===== src/rtl/kvs_pkg.sv =====
// Shared constants, frame byte offsets and parser state encoding for the KVS receive path.
package kvs_pkg;

   localparam logic [7:0]  MAGIC_REQ     = 8'h80;
   localparam logic [7:0]  MAGIC_RESP    = 8'h81;
   localparam logic [7:0]  CMD_GET       = 8'h00;
   localparam logic [7:0]  CMD_SET       = 8'h01;
   localparam logic [15:0] ETH_TYPE_IPV4 = 16'h0800;
   localparam logic [7:0]  IPV4_VER_IHL  = 8'h45;
   localparam logic [7:0]  IP_PROTO_UDP  = 8'h11;
   localparam logic [7:0]  GMII_SFD      = 8'hD5;
   localparam logic [31:0] FCS_RESIDUE   = 32'hC704DD7B;

   // Offsets count from the first byte after the SFD.
   localparam logic [10:0] OFF_ETYPE    = 11'd12;
   localparam logic [10:0] OFF_VER_IHL  = 11'd14;
   localparam logic [10:0] OFF_PROTO    = 11'd23;
   localparam logic [10:0] OFF_SRC_IP   = 11'd26;
   localparam logic [10:0] OFF_SRC_PORT = 11'd34;
   localparam logic [10:0] OFF_DST_PORT = 11'd36;
   localparam logic [10:0] OFF_UDP_ID   = 11'd42;
   localparam logic [10:0] OFF_MAGIC    = 11'd50;
   localparam logic [10:0] OFF_OPCODE   = 11'd51;
   localparam logic [10:0] OFF_KEYLEN   = 11'd52;
   localparam logic [10:0] OFF_EXTLEN   = 11'd54;
   localparam logic [10:0] OFF_OPAQUE   = 11'd62;
   localparam logic [10:0] OFF_KEY      = 11'd74;

   typedef enum logic [2:0] {
      ST_IDLE, ST_PRE, ST_HDR, ST_KEY, ST_TAIL, ST_DROP, ST_END
   } kvs_rx_state_t;

endpackage


===== src/rtl/kvs_rx_fcs.sv =====
// Byte-wide reflected CRC-32 over the frame; o_residue is the bit-reversed register, one byte per cycle.
// Present only when KVS_RX_FCS_CHECK_EN is defined.
`ifdef KVS_RX_FCS_CHECK_EN
module kvs_rx_fcs (
   input  logic        i_clk,
   input  logic        i_rst,
   input  logic        i_init,
   input  logic        i_en,
   input  logic [7:0]  i_dat,
   output logic [31:0] o_residue
);
   logic [31:0] r_crc;
   logic [31:0] w_crc;

   always_comb begin
      w_crc = r_crc;
      for (int i = 0; i < 8; i++)
         w_crc = (w_crc[0] ^ i_dat[i]) ? ((w_crc >> 1) ^ 32'hEDB88320) : (w_crc >> 1);
   end

   always_ff @(posedge i_clk or posedge i_rst) begin
      if (i_rst)       r_crc <= '1;
      else if (i_init) r_crc <= '1;
      else if (i_en)   r_crc <= w_crc;
   end

   always_comb begin
      o_residue = '0;
      for (int i = 0; i < 32; i++) o_residue[i] = r_crc[31-i];
   end
endmodule
`endif


===== src/rtl/kvs_rx_parser.sv =====
// GMII memcached-over-UDP request parser: descriptor valid 2 edges after last rx_dv; one-deep, overruns counted.
// KVS_RX_FCS_CHECK_EN adds an Ethernet FCS residue check at end of frame.
module kvs_rx_parser
   import kvs_pkg::*;
#(
   parameter logic [15:0] PORT    = 16'd11211,
   parameter int          KEY_MAX = 32
) (
   input  logic                  rx_clk,
   input  logic                  sys_rst,
   input  logic                  rx_dv,
   input  logic [7:0]            rxd,
   output logic                  req_valid,
   input  logic                  req_ready,
   output logic [7:0]            req_opcode,
   output logic [7:0]            req_keylen,
   output logic [8*KEY_MAX-1:0]  req_key,
   output logic [31:0]           req_opaque,
   output logic [31:0]           req_src_ip,
   output logic [15:0]           req_src_port,
   output logic [15:0]           req_udp_id,
   output logic [15:0]           stat_req,
   output logic [15:0]           stat_overrun
);
   localparam logic [7:0] KMAX8 = 8'(KEY_MAX);

   kvs_rx_state_t r_state, w_next;
   logic                 r_dv_q, r_good;
   logic [10:0]          r_b;
   logic [7:0]           r_kidx, r_keylen, r_ext, r_opc;
   logic [31:0]          r_opaque, r_sip;
   logic [15:0]          r_sport, r_uid;
   logic [8*KEY_MAX-1:0] r_kbuf;
   logic                 w_fail, w_sfd, w_publish, w_load, w_fcs_ok;
   logic [10:0]          w_key_m1;

   assign w_sfd    = (r_state == ST_PRE) && rx_dv && (rxd == GMII_SFD);
   assign w_key_m1 = OFF_KEY - 11'd1 + {3'b000, r_ext};

   always_comb begin
      w_fail = 1'b0;
      case (r_b)
         OFF_ETYPE:             w_fail = (rxd != ETH_TYPE_IPV4[15:8]);
         OFF_ETYPE + 11'd1:     w_fail = (rxd != ETH_TYPE_IPV4[7:0]);
         OFF_VER_IHL:           w_fail = (rxd != IPV4_VER_IHL);
         OFF_PROTO:             w_fail = (rxd != IP_PROTO_UDP);
         OFF_DST_PORT:          w_fail = (rxd != PORT[15:8]);
         OFF_DST_PORT + 11'd1:  w_fail = (rxd != PORT[7:0]);
         OFF_MAGIC:             w_fail = (rxd != MAGIC_REQ);
         OFF_OPCODE:            w_fail = (rxd != CMD_GET) && (rxd != CMD_SET);
         OFF_KEYLEN:            w_fail = (rxd != 8'h00);
         OFF_KEYLEN + 11'd1:    w_fail = (rxd == 8'h00) || (rxd > KMAX8);
         default:               w_fail = 1'b0;
      endcase
   end

   always_ff @(posedge rx_clk or posedge sys_rst) begin
      if (sys_rst) r_state <= ST_IDLE;
      else         r_state <= w_next;
   end

   // Losing rx_dv before the last key byte lands in DROP, i.e. truncation.
   always_comb begin
      w_next = r_state;
      case (r_state)
         ST_IDLE: if (rx_dv && !r_dv_q) w_next = ST_PRE;
         ST_PRE:  if (!rx_dv) w_next = ST_IDLE;
                  else if (rxd == GMII_SFD) w_next = ST_HDR;
         ST_HDR:  if (!rx_dv || w_fail) w_next = ST_DROP;
                  else if (r_b == w_key_m1) w_next = ST_KEY;
         ST_KEY:  if (!rx_dv) w_next = ST_DROP;
                  else if (r_kidx == r_keylen - 8'd1) w_next = ST_TAIL;
         ST_TAIL, ST_DROP: if (!rx_dv) w_next = ST_END;
         ST_END:  w_next = ST_IDLE;
         default: w_next = ST_IDLE;
      endcase
   end

`ifdef KVS_RX_FCS_CHECK_EN
   logic [31:0] w_residue;
   kvs_rx_fcs u_fcs (
      .i_clk     (rx_clk),
      .i_rst     (sys_rst),
      .i_init    (w_sfd),
      .i_en      (rx_dv && (r_state inside {ST_HDR, ST_KEY, ST_TAIL, ST_DROP})),
      .i_dat     (rxd),
      .o_residue (w_residue)
   );
   assign w_fcs_ok = (w_residue == FCS_RESIDUE);
`else
   assign w_fcs_ok = 1'b1;
`endif

   assign w_publish = (r_state == ST_END) && r_good && w_fcs_ok;
   assign w_load    = w_publish && (!req_valid || req_ready);

   // r_dv_q resets high so a frame already in flight at reset is not mistaken for a new rx_dv rise.
   always_ff @(posedge rx_clk or posedge sys_rst) begin
      if (sys_rst) begin
         r_dv_q <= 1'b1;   r_good   <= 1'b0;   r_b     <= '0;   r_kidx <= '0;
         r_keylen <= '0;   r_ext    <= '0;     r_opc   <= '0;   r_opaque <= '0;
         r_sip    <= '0;   r_sport  <= '0;     r_uid   <= '0;   r_kbuf <= '0;
      end else begin
         r_dv_q <= rx_dv;
         r_good <= (r_state == ST_TAIL);
         if (w_sfd) begin
            r_b    <= '0;
            r_kidx <= '0;
            r_kbuf <= '0;
         end else if (rx_dv && (r_b != 11'h7FF)) begin
            r_b <= r_b + 11'd1;
         end
         if ((r_state == ST_HDR) && rx_dv) begin
            case (r_b)
               OFF_SRC_IP, OFF_SRC_IP + 11'd1, OFF_SRC_IP + 11'd2, OFF_SRC_IP + 11'd3:
                  r_sip <= {r_sip[23:0], rxd};
               OFF_SRC_PORT, OFF_SRC_PORT + 11'd1: r_sport <= {r_sport[7:0], rxd};
               OFF_UDP_ID, OFF_UDP_ID + 11'd1:     r_uid   <= {r_uid[7:0], rxd};
               OFF_OPCODE:          r_opc    <= rxd;
               OFF_KEYLEN + 11'd1:  r_keylen <= rxd;
               OFF_EXTLEN:          r_ext    <= rxd;
               OFF_OPAQUE, OFF_OPAQUE + 11'd1, OFF_OPAQUE + 11'd2, OFF_OPAQUE + 11'd3:
                  r_opaque <= {r_opaque[23:0], rxd};
               default: ;
            endcase
         end
         if ((r_state == ST_KEY) && rx_dv) begin
            for (int i = 0; i < KEY_MAX; i++)
               if (r_kidx == 8'(i)) r_kbuf[8*(KEY_MAX-1-i) +: 8] <= rxd;
            r_kidx <= r_kidx + 8'd1;
         end
      end
   end

   always_ff @(posedge rx_clk or posedge sys_rst) begin
      if (sys_rst) begin
         req_valid  <= 1'b0;  req_opcode <= '0;  req_keylen   <= '0;  req_key    <= '0;
         req_opaque <= '0;    req_src_ip <= '0;  req_src_port <= '0;  req_udp_id <= '0;
         stat_req   <= '0;    stat_overrun <= '0;
      end else if (w_load) begin
         req_valid    <= 1'b1;
         req_opcode   <= r_opc;
         req_keylen   <= r_keylen;
         req_key      <= r_kbuf;
         req_opaque   <= r_opaque;
         req_src_ip   <= r_sip;
         req_src_port <= r_sport;
         req_udp_id   <= r_uid;
         stat_req     <= stat_req + 16'd1;
      end else begin
         if (req_valid && req_ready) req_valid <= 1'b0;
         if (w_publish) stat_overrun <= stat_overrun + 16'd1;
      end
   end

endmodule


===== config.mk =====
export PLATFORM = sky130hd
export DESIGN_NAME = kvs_rx_parser
export DESIGN_NICKNAME = d
export VERILOG_FILES = /design/src/rtl/kvs_pkg.sv /design/src/rtl/kvs_rx_fcs.sv /design/src/rtl/kvs_rx_parser.sv
export SDC_FILE = /design/constraint.sdc
export NUM_CORES = 2
export LEC_CHECK = 0
export CAP_MARGIN = 5
export CORE_UTILIZATION = 35
export CTS_BUF_LIST = sky130_fd_sc_hd__clkbuf_2
export CTS_CLUSTER_DIAMETER = 30
export DETAILED_ROUTE_END_ITERATION = 16
export SYNTH_ARGS = -nofsm -noshare
export SYNTH_HDL_FRONTEND = slang
export SYNTH_HIERARCHICAL = 1
export SYNTH_SLANG_ARGS = --single-unit

===== constraint.sdc =====
create_clock -name rx_clk -period 23.5 [get_ports rx_clk]
set_input_delay 2.35 -clock rx_clk [delete_from_list [all_inputs] [get_ports rx_clk]]
set_output_delay 2.35 -clock rx_clk [all_outputs]
set_load 0.01 [all_outputs]

==> run_results.csv <==
group,metric,value,unit
synth,synth_top_family_by_area,"multiplexers",
critical_path,cp-startpoint,"sys_rst",
critical_path,cp.arrival,6410,ps
floorplan,pin_count,413,
final_layout,syn_to_final_growth,21.6,%
place,place_congestion,0.779,
global_routing,antenna_found_initial,3,
floorplan,start_util,0.353,
final_layout,fill_cells,8726,
routing,firstDrtPassIters,5,
synth,synthCells,2666,
floorplan,die_area,0.0937,sq mm
cts,cts_hold_buffers,0,
synth,yosys.area_share.simple,0.109,
sta,setup_violations,0,
routing,wl,86.9,mm
synth,synth_edf_count,0,
power_and_ir_drop,p_int,0.00195,W
cts,clk_path_buf_depth,3,
place,place_ws,16840,ps
cts,ctsResizeCount,0,
synth,synthAdderAreaFrac,0.00464,
flow_run,max-cap-violations,0,
min_path,holdCritPathClass,"register to register",
floorplan,core_area,0.0917,sq mm
cts,cts_tree,"done",
critical_path,crit_type,"input port to async pin",
place,dpl.hpwl,54.6,mm
sta,slew_violations,0,
cts,cts_made_buffers,216,
critical_path,endpoint_kind,"async pin",
power_and_ir_drop,pwr-share-comb,0.099,
synth,async_flop_share,1.00,
final_layout,drive_gt1_frac,0.262,
sta,max_slew_margin,0.266,
cts,htreeDepth,4,
floorplan,num_rows,111,
synth,ys_ff_latch,801,
cts,numClockSinks,801,
synth,synth-compound-area-share,0.0554,
critical_path,cp-start-kind,"input port",
synth,synth.cell_area,0.0324,sq mm
final_layout,fin_area,0.0394,sq mm
routing,dr.first_iter.drc_count,1324,
floorplan,die_h,306,microns
sta,rsz0062_at_grt,"no",
power_and_ir_drop,seq_power_share,0.546,
sta,worst_slew_pin_slew,1100,ps
power_and_ir_drop,power_leakage,18.8,nW
sta,period_needed,5000,ps
synth,synth-xor-area-share,0.0151,
power_and_ir_drop,total_power,0.00276,W
sta,timing.final.ws_setup,18500,ps
synth,ys.flop_type,"dfrtp_1",
floorplan,die_x,306,microns
synth,synth_mux_area_frac,0.169,
cts,insertion_delay,1470,ps
final_layout,layout_common_cells,"dfrtp_1, nand2_1, mux2_2, clkdlybuf4s50_1, clkbuf_2",
power_and_ir_drop,p_clk_frac,0.355,
synth,synth_nets,2690,
sta,final.setup.tns,0,ps
place,numPortBuffers,412,
critical_path,r2r_start,"r_state[1]$_DFFE_PP0P_",
routing,wl_per_cell,19.3,microns
synth,ys_warn_count,6,
synth,ys_seq_area_frac,0.619,
cts,post-cts-setup-buffers,0,
power_and_ir_drop,switchingPower,0.000817,W
global_routing,first_global_vias,21939,
global_routing,grt_pass1_wl,134,mm
global_routing,grt_start_max_net_pins,153,
routing,postRouteAntennaNets,0,
power_and_ir_drop,swShare,0.296,
cts,cts-root-buf,"clkbuf_2",
synth,syn_area_per_cell,12.1,sq um
sta,max_freq,200,MHz
power_and_ir_drop,power.density,70.2,mW/mm^2
place,dpl_cell_area,0.0374,sq mm
critical_path,path_max_fanout,69,
cts,clk_pin_slew_worst_paths,100,ps
routing,vias_per_cell,4.87,
final_layout,final_common_cell,"dfrtp_1",
critical_path,crit_required,24910,ps
routing,drc,0,
final_layout,layout.nets,3175,
global_routing,grt.total_usage,0.186,
sta,hold_violations,0,
power_and_ir_drop,ir_drop,38.6,uV
min_path,hold_start,"r_kbuf[78]$_DFF_PP0_",
global_routing,grt-ovfl-total,0,
routing,vias,21882,
sta,fin_crit_sh,0.213,
sta,clock_skew,95.5,ps
status,status,"finished, final reports clean",
synth,yosysUniqueCellTypes,78,
-- worst paths after layout --
kind	to	slack (ps)	cells after the start
max reg2reg	r_kbuf[48]$_DFF_PP0_	19920	6
min reg2reg	req_key[78]$_DFFE_PP0P_	430	1
max	req_key[169]$_DFFE_PP0P_	18500	6
min in group asynchronous	stat_overrun[15]$_DFFE_PP0P_	1340	2
max in group rx_clk	stat_req[0]	18600	1
min	req_key[78]$_DFFE_PP0P_	430	1
-- cells by family (layout without fill, tap and decap cells) --
kind of cell | after synthesis | count (layout)
flip-flops | 801 | 801
other | 0 | 5
adder cells (fa/ha/maj) | 12 | 12
AND/OR/NAND/NOR | 795 | 795
XOR/XNOR | 56 | 56
AO/OA/AOI/OAI | 325 | 325
multiplexers | 477 | 477
buffers and inverters | 200 | 836
-- cell usage after synthesis (all sizes together), types with 3 or more instances --
cell type  count  area share
nand4         21      0.0043
a31oi          3     0.00058
and4           4      0.0011
o21ai        260       0.040
nor3          15      0.0026
mux2         473        0.17
mux2i          4      0.0012
nor4           4      0.0012
a41oi          6      0.0016
buf           77       0.014
nand3b         7      0.0016
and3          20      0.0039
nor2          71      0.0085
nand2        509       0.059
ha            12      0.0046
xnor2         31      0.0084
nand4b         3     0.00081
dfrtp        800        0.62
nand3         99       0.015
inv           21      0.0024
or2b           3     0.00073
nor4bb         3     0.00093
o31ai          5      0.0012
o211ai         3     0.00070
nand2b         6      0.0012
or3            7      0.0014
and2           5      0.0010
nor2b          9      0.0017
a211oi         6      0.0015
xor2          25      0.0068
a21oi         17      0.0026
clkbuf       101       0.012
-- sequential cells by signal, summed over array words and instances (netlist names), 3 cells and up --
| register | count |
|---|---|
| r_kbuf | 256 |
| req_key | 256 |
| r_opaque | 32 |
| r_sip | 32 |
| req_opaque | 32 |
| req_src_ip | 32 |
| r_sport | 16 |
| r_uid | 16 |
| req_src_port | 16 |
| req_udp_id | 16 |
| stat_overrun | 16 |
| stat_req | 16 |
| r_b | 11 |
| r_ext | 8 |
| r_keylen | 8 |
| r_kidx | 8 |
| r_opc | 8 |
| req_keylen | 8 |
| req_opcode | 8 |
| r_state | 3 |
-- power groups by stage --
stage	Combinational, W	Clock, W	Sequential, W
after floorplan	0.000204	0	0.00150
after global placement	0.000274	0	0.00154
after detailed placement	0.000276	0	0.00154
after CTS	0.000278	0.00103	0.00151
after global routing	0.000305	0.00110	0.00152
final	0.000274	0.000980	0.00151
-- cell type report --
| class | instances | area, sq um | share of cell area |
|---|---|---|---|
| clock buffers | 314 | 1570 | 0.0399 |
| inverters | 22 | 86.3 | 0.00219 |
| clock inverters | 55 | 365 | 0.00928 |
| flip-flops and latches | 801 | 20000 | 0.509 |
| multi-input cells | 1665 | 11400 | 0.291 |
| repair buffers | 445 | 4370 | 0.111 |
| diodes | 5 | 12.5 | 0.000318 |
| well taps | 1186 | 1480 | 0.0377 |
-- critical path, cell delays in order --
cell and delay [ps]:
clkdlybuf4s50_1 440, clkinvlp_4 490, buf_4 720, buf_4 690, buf_4 780, buf_4 800
-- per-layer routing --
metal | share of wire | GRT usage | wire length (microns) | vias up
met4 | 0.025 | 0.0743 | 2200 | 0
met2 | 0.46 | 0.286 | 40300 | 609
met3 | 0.059 | 0.0490 | 5100 | 129
met1 | 0.45 | 0.251 | 39200 | 10929
met5 | 0 | 0 | 0 | -
li1 | - | - | - | 10215
-- metrics by stage --
stage / utilization / cells / hold slack, ps
floorplan: - / 2666 / 444
global placement: 0.408 / 4119 / 459
detailed placement: 0.408 / 4119 / 468
CTS: 0.429 / 4488 / 419
global route: 0.430 / 4492 / 445
finish: 0.430 / 4493 / 430
Power figures use the tool's default switching activity.
